### src/rtl/wrr_packet_arbiter_pkg.sv
// Shared defaults and types for the IMEM write-back packet arbiter.
package wrr_packet_arbiter_pkg;

  localparam int unsigned NUM_EDGE_PE         = 4;
  localparam int unsigned WB_ARB_NUM_REQS     = NUM_EDGE_PE + 1;
  localparam int unsigned WB_ARB_WEIGHT_W     = 3;
  localparam int unsigned WB_ARB_STARVE_LIMIT = 64;

  typedef logic [WB_ARB_NUM_REQS-1:0][WB_ARB_WEIGHT_W-1:0] wb_weights_t;

  typedef enum logic [0:0] {StIdle, StBusy} arb_state_e;

  function automatic int unsigned idx_width(input int unsigned n);
    return (n > 1) ? $clog2(n) : 1;
  endfunction

endpackage

### src/rtl/wrr_select.sv
// Find-first-set starting at a rotating pointer, with wrap-around.
module wrr_select
  import wrr_packet_arbiter_pkg::*;
#(
  parameter int unsigned NumReqs = WB_ARB_NUM_REQS
) (
  input  logic [NumReqs-1:0]              cand_i,
  input  logic [idx_width(NumReqs)-1:0]   ptr_i,
  output logic [NumReqs-1:0]              grant_o,
  output logic                            found_o
);

  localparam int unsigned IdxW = idx_width(NumReqs);

  always_comb begin
    int unsigned      pos;
    logic [IdxW-1:0]  sel;
    grant_o = '0;
    found_o = 1'b0;
    for (int unsigned k = 0; k < NumReqs; k++) begin
      pos = 32'(ptr_i) + k;
      if (pos >= NumReqs) pos = pos - NumReqs;
      sel = IdxW'(pos);
      if (!found_o && cand_i[sel]) begin
        grant_o[sel] = 1'b1;
        found_o      = 1'b1;
      end
    end
  end

endmodule

### src/rtl/wrr_packet_arbiter.sv
// Weighted round-robin packet arbiter with packet locking, a priority class
// and a starvation guard; grants are registered and switch without bubbles.
module wrr_packet_arbiter
  import wrr_packet_arbiter_pkg::*;
#(
  parameter int unsigned NUM_REQS     = WB_ARB_NUM_REQS,
  parameter int unsigned WEIGHT_W     = WB_ARB_WEIGHT_W,
  parameter int unsigned STARVE_LIMIT = WB_ARB_STARVE_LIMIT
) (
  input  logic                               clk,
  input  logic                               reset,
  input  logic [NUM_REQS-1:0]                reqs,
  input  logic [NUM_REQS-1:0]                eop,
  input  logic [NUM_REQS-1:0]                more,
  input  logic [NUM_REQS-1:0][WEIGHT_W-1:0]  weights,
  input  logic [NUM_REQS-1:0]                prio_mask,
  output logic [NUM_REQS-1:0]                grants,
  output logic                               grant_valid,
  output logic [idx_width(NUM_REQS)-1:0]     grant_idx,
  output logic                               starve_any
);

  localparam int unsigned IdxW = idx_width(NUM_REQS);
  localparam int unsigned WcW  = $clog2(STARVE_LIMIT + 1);

  typedef logic [IdxW-1:0] idx_t;

  arb_state_e                         st_q, st_d;
  logic [NUM_REQS-1:0]                grants_q, grants_d;
  idx_t                               idx_q, idx_d, ptr_q, ptr_d, win_idx;
  logic [WEIGHT_W-1:0]                cr_q, cr_d, win_weight;
  logic [NUM_REQS-1:0][WcW-1:0]       wc_q, wc_d;
  logic [NUM_REQS-1:0]                starving, cand;
  logic [NUM_REQS-1:0]                starve_oh, prio_oh, norm_oh, win_oh;
  logic                               starve_found, prio_found, norm_found;
  logic                               do_arb, keep_turn, starve_other;

  always_comb begin
    for (int i = 0; i < NUM_REQS; i++) begin
      starving[i] = (wc_q[i] == WcW'(STARVE_LIMIT));
      if (!reqs[i] || grants_q[i]) wc_d[i] = '0;
      else if (starving[i])        wc_d[i] = wc_q[i];
      else                         wc_d[i] = wc_q[i] + WcW'(1);
    end
  end

  assign starve_other = |(starving & ~grants_q);

  // Candidate set; at a packet boundary the holder competes only if it has more.
  always_comb begin
    cand      = reqs;
    do_arb    = 1'b0;
    keep_turn = 1'b0;
    case (st_q)
      StBusy: begin
        if (!reqs[idx_q]) begin
          do_arb = 1'b1;
        end else if (eop[idx_q]) begin
          if (more[idx_q] && (cr_q != '0) && !starve_other) begin
            keep_turn = 1'b1;
          end else begin
            cand[idx_q] = more[idx_q];
            do_arb      = 1'b1;
          end
        end
      end
      default: do_arb = 1'b1;
    endcase
  end

  // In BUSY the pointer sits at holder+1, so the holder is searched last.
  wrr_select #(.NumReqs(NUM_REQS)) u_sel_starve (
    .cand_i  (cand & starving),
    .ptr_i   (ptr_q),
    .grant_o (starve_oh),
    .found_o (starve_found)
  );

  wrr_select #(.NumReqs(NUM_REQS)) u_sel_prio (
    .cand_i  (cand & prio_mask),
    .ptr_i   (ptr_q),
    .grant_o (prio_oh),
    .found_o (prio_found)
  );

  wrr_select #(.NumReqs(NUM_REQS)) u_sel_norm (
    .cand_i  (cand),
    .ptr_i   (ptr_q),
    .grant_o (norm_oh),
    .found_o (norm_found)
  );

  always_comb begin
    if (starve_found)    win_oh = starve_oh;
    else if (prio_found) win_oh = prio_oh;
    else                 win_oh = norm_oh;
    win_idx = '0;
    for (int i = 0; i < NUM_REQS; i++) begin
      if (win_oh[i]) win_idx = idx_t'(i);
    end
    win_weight = weights[win_idx];
    if (win_weight == '0) win_weight = WEIGHT_W'(1);
  end

  always_comb begin
    st_d     = st_q;
    grants_d = grants_q;
    idx_d    = idx_q;
    ptr_d    = ptr_q;
    cr_d     = cr_q;
    if (keep_turn) cr_d = cr_q - WEIGHT_W'(1);
    if (do_arb) begin
      if (norm_found) begin
        st_d     = StBusy;
        grants_d = win_oh;
        idx_d    = win_idx;
        cr_d     = win_weight - WEIGHT_W'(1);
        ptr_d    = (win_idx == idx_t'(NUM_REQS - 1)) ? '0 : win_idx + idx_t'(1);
      end else begin
        st_d     = StIdle;
        grants_d = '0;
        idx_d    = '0;
      end
    end
  end

  always_ff @(posedge clk or posedge reset) begin
    if (reset) begin
      st_q     <= StIdle;
      grants_q <= '0;
      idx_q    <= '0;
      ptr_q    <= '0;
      cr_q     <= '0;
      wc_q     <= '0;
    end else begin
      st_q     <= st_d;
      grants_q <= grants_d;
      idx_q    <= idx_d;
      ptr_q    <= ptr_d;
      cr_q     <= cr_d;
      wc_q     <= wc_d;
    end
  end

  assign grants      = grants_q;
  assign grant_valid = |grants_q;
  assign grant_idx   = idx_q;
  assign starve_any  = |starving;

endmodule

### config.mk
export PLATFORM = sky130hd
export DESIGN_NAME = wrr_packet_arbiter
export DESIGN_NICKNAME = d
export VERILOG_FILES = /design/src/rtl/wrr_packet_arbiter_pkg.sv /design/src/rtl/wrr_select.sv /design/src/rtl/wrr_packet_arbiter.sv
export SDC_FILE = /design/constraint.sdc
export NUM_CORES = 1
export LEC_CHECK = 0
export ABC_AREA = 1
export CELL_PAD_IN_SITES_DETAIL_PLACEMENT = 1
export CELL_PAD_IN_SITES_GLOBAL_PLACEMENT = 2
export CORE_MARGIN = 5
export CORE_UTILIZATION = 35
export DETAILED_ROUTE_END_ITERATION = 8
export PLACE_DENSITY = 0.86
export SLEW_MARGIN = 20
export SYNTH_ARGS = -nofsm -noshare
export SYNTH_HDL_FRONTEND = slang
export SYNTH_SLANG_ARGS = --single-unit
### constraint.sdc
create_clock -name clk -period 12.8 [get_ports clk]
set_clock_uncertainty 0.2 [all_clocks]
set_input_delay 2.56 -clock clk [delete_from_list [all_inputs] [get_ports clk]]
set_output_delay 2.56 -clock clk [all_outputs]
set_load 0.1 [all_outputs]
==> results of run 1 <==
==> registers in the layout, indices dropped and copies added, names as in the netlist <==
register and flops:
wc_q 35, grant_idx 2, ptr_q 3, st_q 1, grants 5, cr_q 3
==> metrics by stage <==
step / cells / instance area [sq um] / utilization, % / hold WS, ns / setup WS, ns
3_3_place_gp: 1116 / 6150 / 40.1 / 0.251 / 5.63
4_1_cts: 1124 / 6340 / 41.4 / 0.271 / 5.79
6_report: 1124 / 6340 / 41.4 / 0.275 / 5.77
3_5_place_dp: 1116 / 6150 / 40.1 / 0.261 / 5.48
5_1_grt: 1124 / 6340 / 41.4 / 0.293 / 5.30
2_1_floorplan: 867 / 5490 / - / 0.223 / 7.20
==> synth_stat cells (3+ instances only) <==
cell / number / area [sq um]
nand2_1: 170 / 638
inv_1: 144 / 541
nand3_1: 103 / 515
nor2_1: 101 / 379
o21ai_0: 51 / 255
dfrtp_1: 49 / 1230
a21oi_1: 33 / 165
nand4_1: 27 / 169
ha_1: 21 / 263
nand2_2: 20 / 125
nor2_2: 16 / 100
nor3_1: 14 / 70.1
inv_2: 12 / 45.0
nand3_2: 12 / 120
nor2_4: 10 / 113
o21ai_1: 9 / 45.0
xor2_1: 8 / 70.1
nand2_4: 6 / 67.6
clkinv_1: 5 / 18.8
buf_6: 4 / 45.0
nand3_4: 4 / 70.1
nand3b_1: 3 / 22.5
o211ai_1: 3 / 22.5
o211ai_2: 3 / 37.5
xnor2_1: 3 / 26.3
==> final timing paths <==
kind | from | to | slack (ns) | cells past startpoint
worst max-delay path | reqs[4] | cr_q[2]$_DFF_PP0_ | 5.77 | 31
worst min-delay path | wc_q[17]$_DFFE_PP0P_ | wc_q[18]$_DFFE_PP0P_ | 0.27 | 1
worst max register to register | ptr_q[0]$_DFFE_PP0P_ | cr_q[2]$_DFF_PP0_ | 7.32 | 30
worst min register to register | wc_q[17]$_DFFE_PP0P_ | wc_q[18]$_DFFE_PP0P_ | 0.27 | 1
max in group asynchronous | reset | ptr_q[2]$_DFFE_PP0P_ | 9.32 | 2
min in group asynchronous | reset | wc_q[6]$_DFFE_PP0P_ | 2.55 | 2
==> layer usage <==
layer	track usage (%)	vias up	part of all wire, %
li1	-	2888	-
met1	30.1	2891	47
met2	38.2	97	48
met3	3.05	23	3.5
met4	4.82	0	1.6
met5	0	-	0
==> worst max-delay path: cells and delay by family <==
kind            cells  cell delay, ns
compound gates      2            0.29
buf+inv             5            1.07
fa+ha+maj           1            0.19
simple gates       23            2.91
==> cells by family (layout without fill, tap and decap cells) <==
kind of cell               after synthesis  count (layout)  share of synthesized area (%)
DFF                                     49              49                           22.3
and+or+nand+nor                        499             499                           46.0
buffers and inverters                  170             216                           12.4
xor gates and xnor gates                13              13                           2.35
adders and majority gates               22              22                           5.15
AOI/OAI and AO/OA                      114             114                           11.8
==> final cells by class <==
type	count	area, sq um	area share (%)
Clock buffer	5	125	1.97
Timing Repair Buffer	46	460	7.26
Inverter	162	612	9.65
Clock inverter	3	68.8	1.09
Sequential cell	49	1230	19.3
Multi-Input combinational cell	648	3590	56.5
Tap cell	211	264	4.16
==> results_dict.tcl, run 1 <==
set metrics [dict create \
    status "complete, no violations" \
    cp-start-kind "primary input" \
    ys_seq_area_share_pct 22.3 \
    cts_buffer_depth 2 \
    mostFrequentLayoutCells "nand2_1, inv_1, nand3_1" \
    cts.sink_count 49 \
    endpoint_kind "flip-flop" \
    required_ns 12.77 \
    ioPinCount 47 \
    cpPeakStageDelay_ns 0.76 \
    drtPass1Iterations 5 \
    maxSlewHeadroom_pct 33.4 \
    post_cts_resized 0 \
    fin_tns_setup_ns 0 \
    hold_viol_final 0 \
    io_buffers 46 \
    nNetsFinal 971 \
    die_y_microns 135 \
    hold_path_class "flip-flop to flip-flop" \
    grt_pass1_wl_mm 32.6 \
    finalMaxSlewViolations 0 \
    drtAntennaViolNets 0 \
    ys.warnings.count 0 \
    track_usage_pct 22.4 \
    post_cts_buffers 0 \
    maxCapViolations 0 \
    vias 5899 \
    die_x_microns 135 \
    area_growth_pct 15.5 \
    synth-edff-count 0 \
    grt_setup_unrepaired "no" \
    via_per_inst 5.25 \
    synth_cell_types 48 \
    dr.first_iter.drc_count 390 \
    period_share_pct 54.9 \
    setup_viol 0 \
    clkLatencyLatePin_ns 0.29 \
    clkSlewWorstSetupHoldPaths_ns 0.07 \
    syn_inst 867 \
    cp_slowest_cell "clkdlybuf4s50_1" \
    diodes 0 \
    grt_start_max_net_pins 50 \
    cpMostUsedCell "nand2_1" \
    postCtsHoldBufs 0 \
    wl_per_cell_microns 18.1 \
    grt_overflow_total 0 \
    num_rows 45 \
    crit_arrival_ns 7.00 \
    maxClockFrequency_mhz 142 \
    cts_buffers 5 \
    synth.cell_area_sq_mm 0.00549 \
    worstSetupPathType "primary input to flip-flop" \
    async_reset_ff_share_pct 100 \
    synth_nets 926 \
    die_area_sq_mm 0.0183 \
    worstMarginPinSlew_ns 0.995 \
    cts_tree "yes" \
    first_global_vias 6113 \
    cts_root_buffer "clkbuf_16" \
    gp_congestion 0.977 \
    drt_wl_total_mm 20.4 \
    synth.avg_cell_area_sq_um 6.33 \
    final_common_cell "nand2_1" \
    cp_max_fo 12 \
    period_minus_slack_ns 7.03 \
    htreeDepth 2 \
    core_area_sq_mm 0.0153 \
    start_util_pct 35.8 \
    antenna_found_initial 0 \
    ys_seq_elements 49 \
    drc_errors 0 \
    nFillCells 2059 \
    dp_hpwl_mm 17.1 \
    ys.flop_type "dfrtp_1" \
    drive_above_1_share_pct 11.6 \
]
Power of run 1 is not shown: default switching activity piles up to over one toggle a cycle in this logic, so the estimate is an artifact.
==> run 2, diff against run 1 <==
CORE_UTILIZATION = 32   (was 35)
PLACE_DENSITY = 0.8   (was 0.86)
clock period = 6.9 ns   (was 12.8 ns; I/O delays follow)
==> run 2 against run 1 <==
Effect of this change: die area grew 8.7%; final area shrank 0.28%; sequential cell count is the same; register-to-register slack lost 5.8 ns; hold slack lost 0.021 ns; critical path type unchanged.
==> results_dict.tcl, run 2 (synthesized netlist as in run 1, its figures left out) <==
set metrics [dict create \
    rrSetupSlack_ns 1.51 \
    die_y_microns 141 \
    period_minus_slack_ns 5.75 \
    grt_overflow_total 0 \
    maxCapViolations 0 \
    antenna_found_initial 0 \
    finalMaxSlewViolations 0 \
    cts.sink_count 49 \
    post_cts_resized 0 \
    via_per_inst 5.04 \
    start_util_pct 32.9 \
    dr.first_iter.drc_count 309 \
    vias 5717 \
    hold_viol_final 0 \
    diodes 0 \
    drtAntennaViolNets 0 \
    cp_max_fo 12 \
    largest_reg_flops 35 \
    regMostFlops "wc_q" \
    crit_arrival_ns 5.73 \
    mostFrequentLayoutCells "nand2_1, inv_1, nand3_1" \
    worstSetupPathType "primary input to flip-flop" \
    dp_hpwl_mm 16.2 \
    cp-start-kind "primary input" \
    required_ns 6.87 \
    track_usage_pct 19.6 \
    period_share_pct 83.4 \
    clkSlewWorstSetupHoldPaths_ns 0.07 \
    drc_errors 0 \
    first_global_vias 5789 \
    setup_viol 0 \
    fin_tns_setup_ns 0 \
    cts_buffer_depth 2 \
    gp_congestion 0.960 \
    final_common_cell "nand2_1" \
    nFillCells 2246 \
    drtPass1Iterations 5 \
    clkLatencyLatePin_ns 0.30 \
    nNetsFinal 973 \
    status "complete, no violations" \
    cpPeakStageDelay_ns 0.75 \
    cts_buffers 5 \
    die_x_microns 141 \
    die_area_sq_mm 0.0199 \
    cp_slowest_cell "clkdlybuf4s50_1" \
    drt_wl_total_mm 19.4 \
    htreeDepth 2 \
    num_rows 47 \
    maxSlewHeadroom_pct 30.8 \
    drive_above_1_share_pct 11.8 \
    endpoint_kind "flip-flop" \
    grt_setup_unrepaired "no" \
    hold_path_class "flip-flop to flip-flop" \
    core_area_sq_mm 0.0167 \
    cts_tree "yes" \
    cts_root_buffer "clkbuf_16" \
    grt_pass1_wl_mm 31.3 \
    area_growth_pct 15.2 \
    postCtsHoldBufs 0 \
    worstMarginPinSlew_ns 1.03 \
    post_cts_buffers 0 \
    ioPinCount 47 \
    maxClockFrequency_mhz 174 \
    io_buffers 46 \
    grt_start_max_net_pins 50 \
    cpMostUsedCell "nand2_1" \
    wl_per_cell_microns 17.1 \
]
-- run 2: cell types whose count changed in the layout (fill, tap and decap cells not counted) --
cell       change
clkinv_2       -1
clkinv_4       +2
inv_2          +1
buf_4          +2
bufinv_16      -2
-- run 2: worst max-delay path, delay by kind of cell --
family                     cells  cell delay [ns]
and+or+nand+nor               24             2.89
buffers and inverters          6             1.20
AOI/OAI and AO/OA              1             0.06
adders and majority gates      1             0.18
-- run 2: cell type report --
type                            instances  area [sq um]  area share [%]
Tap cell                              220           275            4.35
Clock buffer                            5           125            1.98
Sequential cell                        49          1230            19.4
Timing Repair Buffer                   48           475            7.52
Multi-Input combinational cell        648          3590            56.7
Clock inverter                          3          26.3           0.415
Inverter                              162           611            9.65
-- run 2: metal layers --
layer | track usage, % | up-vias | routed length [microns]
li1 | - | 2893 | -
met1 | 27.9 | 2700 | 9590
met2 | 32.3 | 107 | 8910
met3 | 2.10 | 17 | 654
met4 | 3.67 | 0 | 256
met5 | 0 | - | 0
-- run 2: worst paths after layout --
kind / startpoint / to / depth (start not counted)
setup / recovery: reqs[4] / cr_q[2]$_DFF_PP0_ / 32
hold / removal: wc_q[17]$_DFFE_PP0P_ / wc_q[18]$_DFFE_PP0P_ / 1
setup reg to reg: ptr_q[0]$_DFFE_PP0P_ / cr_q[2]$_DFF_PP0_ / 30
hold reg to reg: wc_q[17]$_DFFE_PP0P_ / wc_q[18]$_DFFE_PP0P_ / 1
max in group asynchronous: reset / grants[2]$_DFFE_PP0N_ / 3
min in group asynchronous: reset / wc_q[5]$_DFFE_PP0P_ / 3
-- run 2: through the flow --
stage	instances	instance area, sq um	hold slack [ns]	worst slack [ns]	util (%)
finish	1135	6320	0.254	1.15	37.9
global route	1135	6320	0.267	0.710	37.9
CTS	1135	6320	0.258	1.17	37.9
detailed placement	1127	6170	0.245	0.867	37.0
global placement	1127	6170	0.235	0.948	37.0
floorplan	867	5490	0.223	2.48	-
Power of run 2 is left out for the same reason.
==> run 3, diff against run 2 <==
clock period = 5.5 ns   (was 6.9 ns; I/O delays follow)
==> run 3 against run 2 <==
Effect of this change: core utilization grew 1.2 points; die area is the same; via count grew 2.2%; hold slack gained 0.028 ns; sequential cell count is the same; global-route usage grew 0.20 points; cell count grew 1.8%; highest routed layer unchanged.
==> results_dict.tcl, run 3 (synthesized netlist as in run 1, its figures left out) <==
set metrics [dict create \
    period_minus_slack_ns 5.06 \
    maxSlewHeadroom_pct 33.3 \
    final_cells 1155 \
    dp_cells 1147 \
    pre_cts_ws_ns 0.149 \
    drive_above_1_share_pct 14.1 \
    drtAntennaViolNets 0 \
    nFillCells 2244 \
    fin_area_sq_mm 0.00653 \
    cts_buffers 5 \
    mostFrequentLayoutCells "nand2_1, inv_1, nand3_1" \
    fin_tns_setup_ns 0 \
    grt_pass1_wl_mm 31.5 \
    whs_path_depth 1 \
    dpl_cell_area_sq_mm 0.00632 \
    grt_start_max_net_pins 50 \
    antenna_found_initial 0 \
    cts.sink_count 49 \
    diodes 0 \
    via_per_inst 5.06 \
    crit_arrival_ns 5.07 \
    post_cts_buffers 0 \
    die_x_microns 141 \
    first_global_vias 5864 \
    postCtsHoldBufs 0 \
    drt_wl_total_mm 19.7 \
    gp_congestion 0.906 \
    die_area_sq_mm 0.0199 \
    hold_path_class "flip-flop to flip-flop" \
    setup_viol 0 \
    clkSlewWorstSetupHoldPaths_ns 0.07 \
    cp-start-kind "primary input" \
    period_share_pct 92.1 \
    vias 5840 \
    grt_overflow_total 0 \
    ioPinCount 47 \
    required_ns 5.51 \
    core_area_sq_mm 0.0167 \
    dp_hpwl_mm 16.5 \
    fin_ws_ns 0.437 \
    cts_buffer_depth 2 \
    grt_setup_unrepaired "no" \
    largest_reg_flops 35 \
    reg2reg_depth 28 \
    cts_tree "yes" \
    maxCapViolations 0 \
    clkLatencyLatePin_ns 0.29 \
    dr.first_iter.drc_count 326 \
    drtPass1Iterations 5 \
    start_util_pct 32.9 \
    drc_errors 0 \
    io_buffers 46 \
    final_common_cell "nand2_1" \
    num_rows 47 \
    status "complete, no violations" \
    cp_max_fo 13 \
    maxClockFrequency_mhz 198 \
    area_growth_pct 19.0 \
    htreeDepth 2 \
    wl_per_cell_microns 17.0 \
    endpoint_kind "flip-flop" \
    finalMaxSlewViolations 0 \
    worstMarginPinSlew_ns 0.997 \
    nNetsFinal 993 \
    hold_viol_final 0 \
    die_y_microns 141 \
    track_usage_pct 19.8 \
    worstSetupPathType "primary input to flip-flop" \
    regMostFlops "wc_q" \
    cts_root_buffer "clkbuf_16" \
]
==> run 3: changes by cell type in the layout (fill, tap and decap cells not counted), sizes merged <==
cell / change
clkinv: -2
bufinv: +2
buf: +20
==> run 3: what timing repair did <==
action,4_1_cts,5_1_grt
resized for setup,0,5
endpoints found under the hold margin,0,0
endpoints found under the setup margin,0,2
==> run 3: metal layers <==
layer / up-vias / wire [microns] / track usage (%) / part of all wire, %
li1: 2942 / - / - / -
met1: 2781 / 9720 / 28.7 / 49
met2: 98 / 9000 / 32.4 / 46
met3: 19 / 682 / 1.79 / 3.5
met4: 0 / 255 / 3.42 / 1.3
met5: - / 0 / 0 / 0
==> run 3: critical path, cell delays in order <==
cell and delay [ns]:
clkdlybuf4s50_1 0.54, inv_1 0.10, nand3_1 0.10, nand4_1 0.11, nor2_2 0.18, buf_4 0.16, nand4_1 0.08, nand2_1 0.11
nand2_2 0.22, nand2_2 0.17, nand4_1 0.18, nor2_1 0.21, nand4_1 0.26, clkinv_1 0.14, nand2_1 0.06, nand3_1 0.09
nand3_1 0.11, nand2_2 0.13, inv_2 0.04, nand2_1 0.10, nand3_1 0.11, nand3_2 0.09, nand2_2 0.06, nand2_2 0.07
nand2_2 0.05, inv_1 0.05, ha_1 0.22, o21ai_0 0.20
==> run 3: final timing paths <==
check / startpoint / end / slack (ns)
max: reqs[0] / cr_q[1]$_DFF_PP0_ / 0.44
min: wc_q[17]$_DFFE_PP0P_ / wc_q[18]$_DFFE_PP0P_ / 0.28
max reg2reg: ptr_q[0]$_DFFE_PP0P_ / cr_q[1]$_DFF_PP0_ / 0.44
min reg2reg: wc_q[17]$_DFFE_PP0P_ / wc_q[18]$_DFFE_PP0P_ / 0.28
max in group asynchronous: reset / ptr_q[0]$_DFFE_PP0P_ / 3.54
min in group asynchronous: reset / wc_q[5]$_DFFE_PP0P_ / 1.11
==> run 3: area by class of cell <==
class                           instances  area [sq um]  area share (%)
Sequential cell                        49          1230            18.8
Tap cell                              220           275            4.21
Clock buffer                            5           125            1.92
Timing Repair Buffer                   68           626            9.58
Inverter                              162           613            9.39
Clock inverter                          3          68.8            1.05
Multi-Input combinational cell        648          3600            55.1
==> run 3: per-stage QoR <==
| stage | util (%) | hold slack (ns) |
|---|---|---|
| floorplan | - | 0.223 |
| global placement | 37.9 | 0.253 |
| detailed placement | 37.9 | 0.265 |
| CTS | 39.0 | 0.274 |
| global route | 39.1 | 0.295 |
| finish | 39.1 | 0.282 |
Power of run 3 is left out for the same reason.
